--- src/rtl/alu_req_driver.sv ---
// rtl/alu_req_driver.sv - initiator side of the 32-bit ALU operand/function interface
//
// Accepts tagged operation requests, registers them into a single issue stage
// that drives the external combinational ALU, captures the result into a small
// response FIFO and returns it in request order. An accumulator holds the last
// legal result so that requests can chain on it without a round trip.
//
// Ports:
//   clk, rst        clock (rising edge) and synchronous active-high reset
//   req_*           request handshake: function, op1, op2, use_acc, tag
//   acc_clear       zero the accumulator at the edge
//   alu_input1/2    ALU operands (0 when nothing is issuing)
//   alu_function    ALU function code (0 when idle or illegal)
//   alu_output      ALU combinational result
//   rsp_*           response handshake: data, tag, illegal flag (FIFO head)

module alu_req_driver #(
    parameter int RSP_DEPTH = 2,
    parameter int TAG_W     = 4
) (
    input  logic              clk,
    input  logic              rst,

    input  logic              req_valid,
    output logic              req_ready,
    input  logic [4:0]        req_function,
    input  logic [31:0]       req_op1,
    input  logic [31:0]       req_op2,
    input  logic              req_use_acc,
    input  logic [TAG_W-1:0]  req_tag,
    input  logic              acc_clear,

    output logic [31:0]       alu_input1,
    output logic [31:0]       alu_input2,
    output logic [4:0]        alu_function,
    input  logic [31:0]       alu_output,

    output logic              rsp_valid,
    input  logic              rsp_ready,
    output logic [31:0]       rsp_data,
    output logic [TAG_W-1:0]  rsp_tag,
    output logic              rsp_illegal
);

    localparam int PTR_W   = $clog2(RSP_DEPTH);
    localparam int CNT_W   = PTR_W + 1;
    localparam int ENTRY_W = 32 + TAG_W + 1;

    // Highest legal function code (sltu).
    localparam logic [4:0] FN_MAX = 5'd9;

    // ------------------------------------------------------------------
    // Issue stage
    // ------------------------------------------------------------------
    logic              s1_valid;
    logic [4:0]        s1_function;
    logic [31:0]       s1_op1;
    logic [31:0]       s1_op2;
    logic              s1_use_acc;
    logic [TAG_W-1:0]  s1_tag;
    logic              s1_illegal;

    logic [31:0]       acc;

    // ------------------------------------------------------------------
    // Response FIFO
    // ------------------------------------------------------------------
    logic [ENTRY_W-1:0] fifo_mem [RSP_DEPTH];
    logic [PTR_W-1:0]   wr_ptr;
    logic [PTR_W-1:0]   rd_ptr;
    logic [CNT_W-1:0]   fifo_count;

    logic               accept;
    logic               push;
    logic               pop;
    logic [CNT_W-1:0]   occupancy;
    logic [ENTRY_W-1:0] push_entry;
    logic [ENTRY_W-1:0] head_entry;

    // Credit rule: every op in the issue stage already owns a FIFO slot, so
    // a capture can never find the FIFO full. Only registered state is used,
    // keeping req_ready free of any combinational path from the consumer.
    always_comb begin
        occupancy = fifo_count + CNT_W'(s1_valid);
        req_ready = !rst && (occupancy < CNT_W'(RSP_DEPTH));
    end

    always_comb begin
        accept = req_valid && req_ready;
        push   = s1_valid;
        pop    = rsp_valid && rsp_ready;
    end

    // ALU drive: everything reads 0 while idle or in reset; illegal codes are
    // presented to the ALU as add so it never sees an undefined function.
    always_comb begin
        alu_input1   = 32'd0;
        alu_input2   = 32'd0;
        alu_function = 5'd0;
        if (!rst && s1_valid) begin
            alu_input1   = s1_use_acc ? acc : s1_op1;
            alu_input2   = s1_op2;
            alu_function = s1_illegal ? 5'd0 : s1_function;
        end
    end

    always_comb begin
        push_entry = {(s1_illegal ? 32'd0 : alu_output), s1_tag, s1_illegal};
        head_entry = fifo_mem[rd_ptr];
    end

    // Control state with reset: issue valid, pointers, count, accumulator.
    always_ff @(posedge clk) begin
        if (rst) begin
            s1_valid   <= 1'b0;
            wr_ptr     <= '0;
            rd_ptr     <= '0;
            fifo_count <= '0;
            acc        <= 32'd0;
        end else begin
            s1_valid <= accept;

            if (push) begin
                wr_ptr <= wr_ptr + PTR_W'(1);
            end
            if (pop) begin
                rd_ptr <= rd_ptr + PTR_W'(1);
            end
            if (push && !pop) begin
                fifo_count <= fifo_count + CNT_W'(1);
            end else if (pop && !push) begin
                fifo_count <= fifo_count - CNT_W'(1);
            end

            // Clear wins over a same-edge capture; the issuing op has already
            // read the pre-edge accumulator value.
            if (acc_clear) begin
                acc <= 32'd0;
            end else if (s1_valid && !s1_illegal) begin
                acc <= alu_output;
            end
        end
    end

    // Payload registers carry no reset: they are only observed while the
    // matching valid bit (s1_valid / fifo occupancy) is set.
    always_ff @(posedge clk) begin
        if (accept) begin
            s1_function <= req_function;
            s1_op1      <= req_op1;
            s1_op2      <= req_op2;
            s1_use_acc  <= req_use_acc;
            s1_tag      <= req_tag;
            s1_illegal  <= (req_function > FN_MAX);
        end
    end

    always_ff @(posedge clk) begin
        if (!rst && push) begin
            fifo_mem[wr_ptr] <= push_entry;
        end
    end

    // Response outputs read 0 whenever no entry is presented.
    always_comb begin
        rsp_valid   = !rst && (fifo_count != '0);
        rsp_data    = 32'd0;
        rsp_tag     = '0;
        rsp_illegal = 1'b0;
        if (rsp_valid) begin
            rsp_data    = head_entry[ENTRY_W-1 -: 32];
            rsp_tag     = head_entry[TAG_W:1];
            rsp_illegal = head_entry[0];
        end
    end

endmodule

--- config.mk ---
export PLATFORM = sky130hd
export DESIGN_NAME = alu_req_driver
export DESIGN_NICKNAME = d
export VERILOG_FILES = /design/src/rtl/alu_req_driver.sv
export SDC_FILE = /design/constraint.sdc
export NUM_CORES = 1
export LEC_CHECK = 0
export BUFFER_PORTS_ARGS = -buffer_cell sky130_fd_sc_hd__buf_2
export CAP_MARGIN = 40
export CELL_PAD_IN_SITES_DETAIL_PLACEMENT = 0
export CELL_PAD_IN_SITES_GLOBAL_PLACEMENT = 2
export CORE_MARGIN = 8
export CORE_UTILIZATION = 34
export CTS_CLUSTER_SIZE = 25
export DETAILED_ROUTE_END_ITERATION = 8
export PLACE_DENSITY_LB_ADDON = 0.1
export SYNTH_ARGS = -nofsm -noshare
export SYNTH_HDL_FRONTEND = slang
export SYNTH_SLANG_ARGS = --single-unit
--- constraint.sdc ---
create_clock -name clk -period 4.2 [get_ports clk]
set_input_delay 0.21 -clock clk [delete_from_list [all_inputs] [get_ports clk]]
set_output_delay 0.21 -clock clk [all_outputs]
set_load 0.005 [all_outputs]
==> metrics.md, run 1 <==
| Metric | Value |
|---|---|
| Status | `completed` |
| Post-synthesis sequential area ratio | `0.697` |
| GRT met2 Usage | `0.244` |
| Clock tree buffer depth | `2` |
| Worst Path Arrival | `2.46 ns` |
| Synth unique cells | `25` |
| GRT Resource Usage Total | `0.150` |
| Worst slew pin tran | `0.857 ns` |
| R2r worst-path depth | `3` |
| Vias per cell | `4.48` |
| Layout cells sized above 1 | `0.347` |
| Post-Syn Area | `7510 um2` |
| Final setup TNS | `0 ns` |
| Yosys warns | `0` |
| FILL cells | `2,047` |
| Worst min path class | `input port to flip-flop` |
| Final HPWL DP | `13,700 um` |
| Layout Cells excl Fill | `1,139` |
| Met3 Usage GRT | `0.0566` |
| Clock root cell | `clkbuf_16` |
| Initial Util | `0.345` |
| Die Height | `165 um` |
| CP Max Fanout | `36` |
| Slew Viols, Final | `0` |
| Busiest grt layer | `met2` |
| Area Growth Syn to Fin | `36.6%` |
| Clk slew on worst S/H paths | `0.07 ns` |
| Crit. End Element | `output port` |
| Gpl congestion | `0.722` |
| Leakage | `4.06 nW` |
| Critical path class | `flip-flop to output port` |
| Final Skew | `0.00762 ns` |
| PortBufs | `218` |
| Die area | `27,100 um2` |
| Drt total wl | `19,900 um` |
| Synth Register Bits | `187` |
| Post-CTS setup buffers | `0` |
| Fin nets | `956` |
| Worst endpoint required time | `3.99 ns` |
| RSZ-0062 raised after global routing | `false` |
| Total core area | `21,800 um2` |
| Top-area cell type share of the netlist area | `0.596` |
| Final period util | `0.636` |
| Final hold violations | `0` |
| ANT nets after route | `0` |
| P per Cell Area | `421 nW/um2` |
| Die X-Extent | `165 um` |
| Pin count of the biggest net entering global routing | `54` |
| CTS Sinks | `187` |
| Drt pass-1 iters | `4` |
| VDD IR max | `273 uV` |
| Synth area leader | `edfxtp_1` |
| Cell row count | `54` |
| Peak Freq | `374 MHz` |
| 1st-iter DRT viols | `231` |
| Mapped Cells | `557` |
| Clock tree from TritonCTS | `done` |
| Number of instances in the placed design | `1,030` |
| DRC viols | `0` |
| Met1 GRT Util | `0.180` |
| First-pass GRT wire length | `30,800 um` |
| H-Tree Depth | `4` |
| Hold path cells | `3` |
| Top cells by area, synth | `edfxtp_1 (60%), dfxtp_1 (10%), mux2i_1 (9.2%)` |
| Mean Syn Cell Area | `13.5 um2` |
| Max-cap violation count | `0` |
| Crit path time final | `2.67 ns` |
| Via count | `5,103` |
| Net Count, Synth | `669` |
| Avg WL per Cell | `17.5 um` |
| Setup-failing EPs final | `0` |
| Worst-Skew Late Latency | `0.42 ns` |
| GRT overflow | `0` |
| Number of global-route vias before repair | `5,535` |
| CTS Buf Count | `17` |
| Antenna violations before repair | `3` |
| Startpoint types | `flip-flop` |
| I/O pins | `219` |
| Slew margin rel. | `0.429` |
## layer usage
| layer | up-vias | part of all wire |
|---|---|---|
| li1 | 2501 | - |
| met1 | 2419 | 0.43 |
| met2 | 161 | 0.47 |
| met3 | 20 | 0.086 |
| met4 | 2 | 0.014 |
| met5 | - | 0.00050 |
## state kept, by name, summed over array words and instances (netlist names), named ones only
name	flops
fifo_mem	74
acc	32
s1_op1	32
s1_op2	32
s1_function	5
s1_tag	4
fifo_count	2
push	1
rd_ptr	1
s1_illegal	1
s1_use_acc	1
wr_ptr	1
## synth_stat cells
cell / count
a21oi_1: 24
nor2b_1: 33
nor2_1: 56
inv_1: 1
a21oi_2: 10
or2_1: 2
xor2_1: 3
or3_1: 1
clkbuf_1: 8
buf_4: 4
buf_6: 6
and2_1: 40
nand2b_1: 3
a21o_1: 1
xnor2_1: 1
buf_2: 17
nor2b_2: 1
nand3_1: 1
ha_1: 1
dfxtp_1: 38
mux2i_1: 69
o21ai_0: 3
nand2_1: 65
edfxtp_1: 149
nor2_2: 20
## worst max-delay path, cell delays in order (launching register included)
cell and delay [ns]:
edfxtp_1 0.32, buf_4 0.39, nand2b_2 0.77, nor2_1 0.20, and2_1 0.22, buf_2 0.13
## layout make-up
type,instances,area [um2],share of cell area
Antenna cell,2,5.00,0.000488
Clock buffer,19,433,0.0422
Clock inverter,13,143,0.0139
Inverter,1,3.75,0.000366
Multi-Input combinational cell,334,2080,0.203
Sequential cell,187,5240,0.511
Tap cell,280,350,0.0342
Timing Repair Buffer,303,2000,0.195
## layout by cell type, fill, tap and decap left out, types with 24 or more instances in the layout
cell type	Yosys	routed
edfxtp_1	149	149
mux2i_1	69	69
dfxtp_1	38	37
a21oi_1	24	24
nand2_1	65	65
nor2_1	56	55
nor2b_1	33	32
dlygate4sd3_1	0	75
and2_1	40	38
buf_2	17	218
## worst paths after layout
kind | startpoint | end | slack (ns)
worst max register to register | push | fifo_mem[0][17] | 2.02
worst min-delay path | alu_output[31] | acc[31] | 0.04
worst min register to register | s1_tag[2] | fifo_mem[1][3] | 0.45
worst max-delay path | s1_illegal | alu_function[0] | 1.53
## per-stage QoR
step	hold WS [ns]	total power (W)	instance area (um2)	util	worst slack (ns)
final	0.0430	0.00431	10300	0.471	1.53
after global routing	0.0285	0.00451	10300	0.471	1.27
after CTS	0.0201	0.00438	10200	0.471	1.41
after detailed placement	0.388	0.00276	8920	0.410	1.88
after global placement	0.387	0.00273	8800	0.404	1.63
after floorplan	0.309	0.00252	7510	-	1.22
## where the power goes
group | switching, W | internal [W] | leakage (nW)
sequential | 0.0000321 | 0.00211 | 1.69
combinational | 0.000335 | 0.000275 | 2.10
clock | 0.000680 | 0.000881 | 0.268
total | 0.00105 | 0.00327 | 4.06
## cell families after synthesis
group / synth area share
multiplexers: 0.0920
buffers and inverters: 0.0288
XOR/XNOR: 0.00467
AND/OR/NAND/NOR: 0.145
AO/OA/AOI/OAI: 0.0307
flip-flops: 0.697
adder cells (fa/ha/maj): 0.00167
## timing repair
action	CTS	global route
endpoints found under the hold margin	75	0
hold buffers	75	0
gates resized for setup	0	0
No activity file was read; power rests on OpenSTA's default activity.
==> run 2, diff against run 1 <==
- CORE_UTILIZATION: 34 -> 31
- clock period: 4.2 -> 2.26 ns (I/O delays scaled with it)
==> run 2 against run 1 <==
Effect of this change: total power is 87% higher; utilization is 2.7 points lower; combinational power is 90% higher; cell count is 7.0% higher; clock-buffer cell count stayed put; cell area is 4.2% higher; register-to-register slack worse by 1.7 ns; non-clock buffer count is 38 higher; sequential cell count stayed put; worst setup slack worse by 1.2 ns; clock power is 87% higher.
==> metrics.md, run 2 (synthesized netlist as in run 1, its figures left out) <==
| Metric | Value |
|---|---|
| Die X-Extent | `172 um` |
| Final hold violations | `0` |
| Crit path time final | `1.98 ns` |
| CP Buf/Inv Count | `2` |
| GRT overflow | `0` |
| Largest Register | `fifo_mem` |
| Setup-failing EPs final | `0` |
| Worst slew pin tran | `0.525 ns` |
| CP max stage delay | `0.52 ns` |
| Pin count of the biggest net entering global routing | `38` |
| PortBufs | `218` |
| CTS Sinks | `187` |
| P per Cell Area | `756 nW/um2` |
| Crit. End Element | `output port` |
| R2r worst-path depth | `4` |
| Final HPWL DP | `14,200 um` |
| Critical path's top delay family | `flip-flops` |
| Worst endpoint required time | `2.15 ns` |
| FF-to-FF setup slack | `0.35 ns` |
| Worst min path class | `input port to flip-flop` |
| Slowest stage cell, crit path | `dfxtp_1` |
| Status | `completed` |
| Clock tree from TritonCTS | `done` |
| Worst-Skew Late Latency | `0.42 ns` |
| Fin nets | `994` |
| Commonest non-fill, non-tap cell in the layout | `buf_2` |
| Hold path cells | `4` |
| Drt total wl | `20,400 um` |
| 1st-iter DRT viols | `198` |
| Post-CTS setup buffers | `0` |
| Antenna violations before repair | `1` |
| Peak Freq | `505 MHz` |
| Final setup TNS | `0 ns` |
| Drt pass-1 iters | `4` |
| Layout cells sized above 1 | `0.339` |
| RSZ-0062 raised after global routing | `false` |
| Most frequent cells in the layout | `buf_2 (218), edfxtp_1 (149), dlygate4sd3_1 (108), mux2i_1 (69), nand2_1 (65)` |
| CTS Hold Bufs | `108` |
| Slew Viols, Final | `0` |
| CTS Buf Count | `17` |
| Leakage | `4.23 nW` |
| Stages on the worst setup path | `4` |
| VDD IR max | `500 uV` |
| Vias per cell | `4.26` |
| Critical path class | `flip-flop to output port` |
| WHS | `0.110 ns` |
| Cell row count | `57` |
| Die area | `29,500 um2` |
| I/O pins | `219` |
| Clk slew on worst S/H paths | `0.06 ns` |
| Avg WL per Cell | `16.7 um` |
| CP Max Fanout | `18` |
| Slew margin rel. | `0.650` |
| Final Skew | `0.0112 ns` |
| First-pass GRT wire length | `31,000 um` |
| GRT Resource Usage Total | `0.139` |
| Max-cap violation count | `0` |
| Worst Path Arrival | `1.87 ns` |
| Clock tree buffer depth | `2` |
| Gpl congestion | `0.744` |
| Area Growth Syn to Fin | `42.3%` |
| Die Height | `172 um` |
| Number of global-route vias before repair | `5,523` |
| Total core area | `24,000 um2` |
| Crit-path cells | `nand2b_2 > buf_4 > nor2_1 > buf_2` |
| Clock root cell | `clkbuf_16` |
| Startpoint types | `flip-flop` |
| Largest register FFs | `74` |
| DRC viols | `0` |
| Initial Util | `0.312` |
| Quantity of gates resized following cts | `0` |
| H-Tree Depth | `4` |
| N_diodes | `0` |
| Via count | `5,193` |
| ANT nets after route | `0` |
| Final period util | `0.877` |
==> run 2: layer usage <==
metal	vias up	part of all wire	global-route usage
li1	2569	-	-
met1	2447	0.43	0.171
met2	160	0.48	0.227
met3	15	0.080	0.0473
met4	2	0.0087	0.0389
met5	-	0.00044	0
==> run 2: final timing paths <==
path                            startpoint             end
worst min register to register   s1_tag[2]  fifo_mem[0][3]
worst min-delay path             rsp_ready          rd_ptr
worst max register to register        push       s1_op2[2]
worst max-delay path                  push   alu_input1[0]
==> run 2: power by group <==
part,switching (W),leakage [nW],internal (W)
clock network,0.00135,0.275,0.00155
logic,0.000595,2.27,0.000566
registers,0.0000861,1.69,0.00392
==> run 2: area by class of cell <==
cell class	instances	area, um2
flip-flops and latches	187	5240
clock buffers	19	433
multi-input cells	334	2080
clock inverters	13	138
inverters	1	3.75
fillers	2247	13400
well taps	324	405
repair buffers	341	2380
==> run 2: worst register-to-register path: cells and delay by family, from the launching register on <==
family          cells  cell delay [ns]
flops               1             0.52
compound gates      1             0.23
simple gates        2             0.56
buf+inv             1             0.30
==> run 2: stage by stage <==
step / power (W) / area, um2 / util / std cells / worst slack (ns)
3_5_place_dp: 0.00513 / 9030 / 0.376 / 1079 / 0.353
6_report: 0.00808 / 10700 / 0.444 / 1219 / 0.279
4_1_cts: 0.00821 / 10700 / 0.444 / 1219 / 0.206
3_3_place_gp: 0.00511 / 9010 / 0.375 / 1078 / 0.433
2_1_floorplan: 0.00468 / 7510 / - / 557 / 0.0885
5_1_grt: 0.00843 / 10700 / 0.444 / 1219 / 0.121
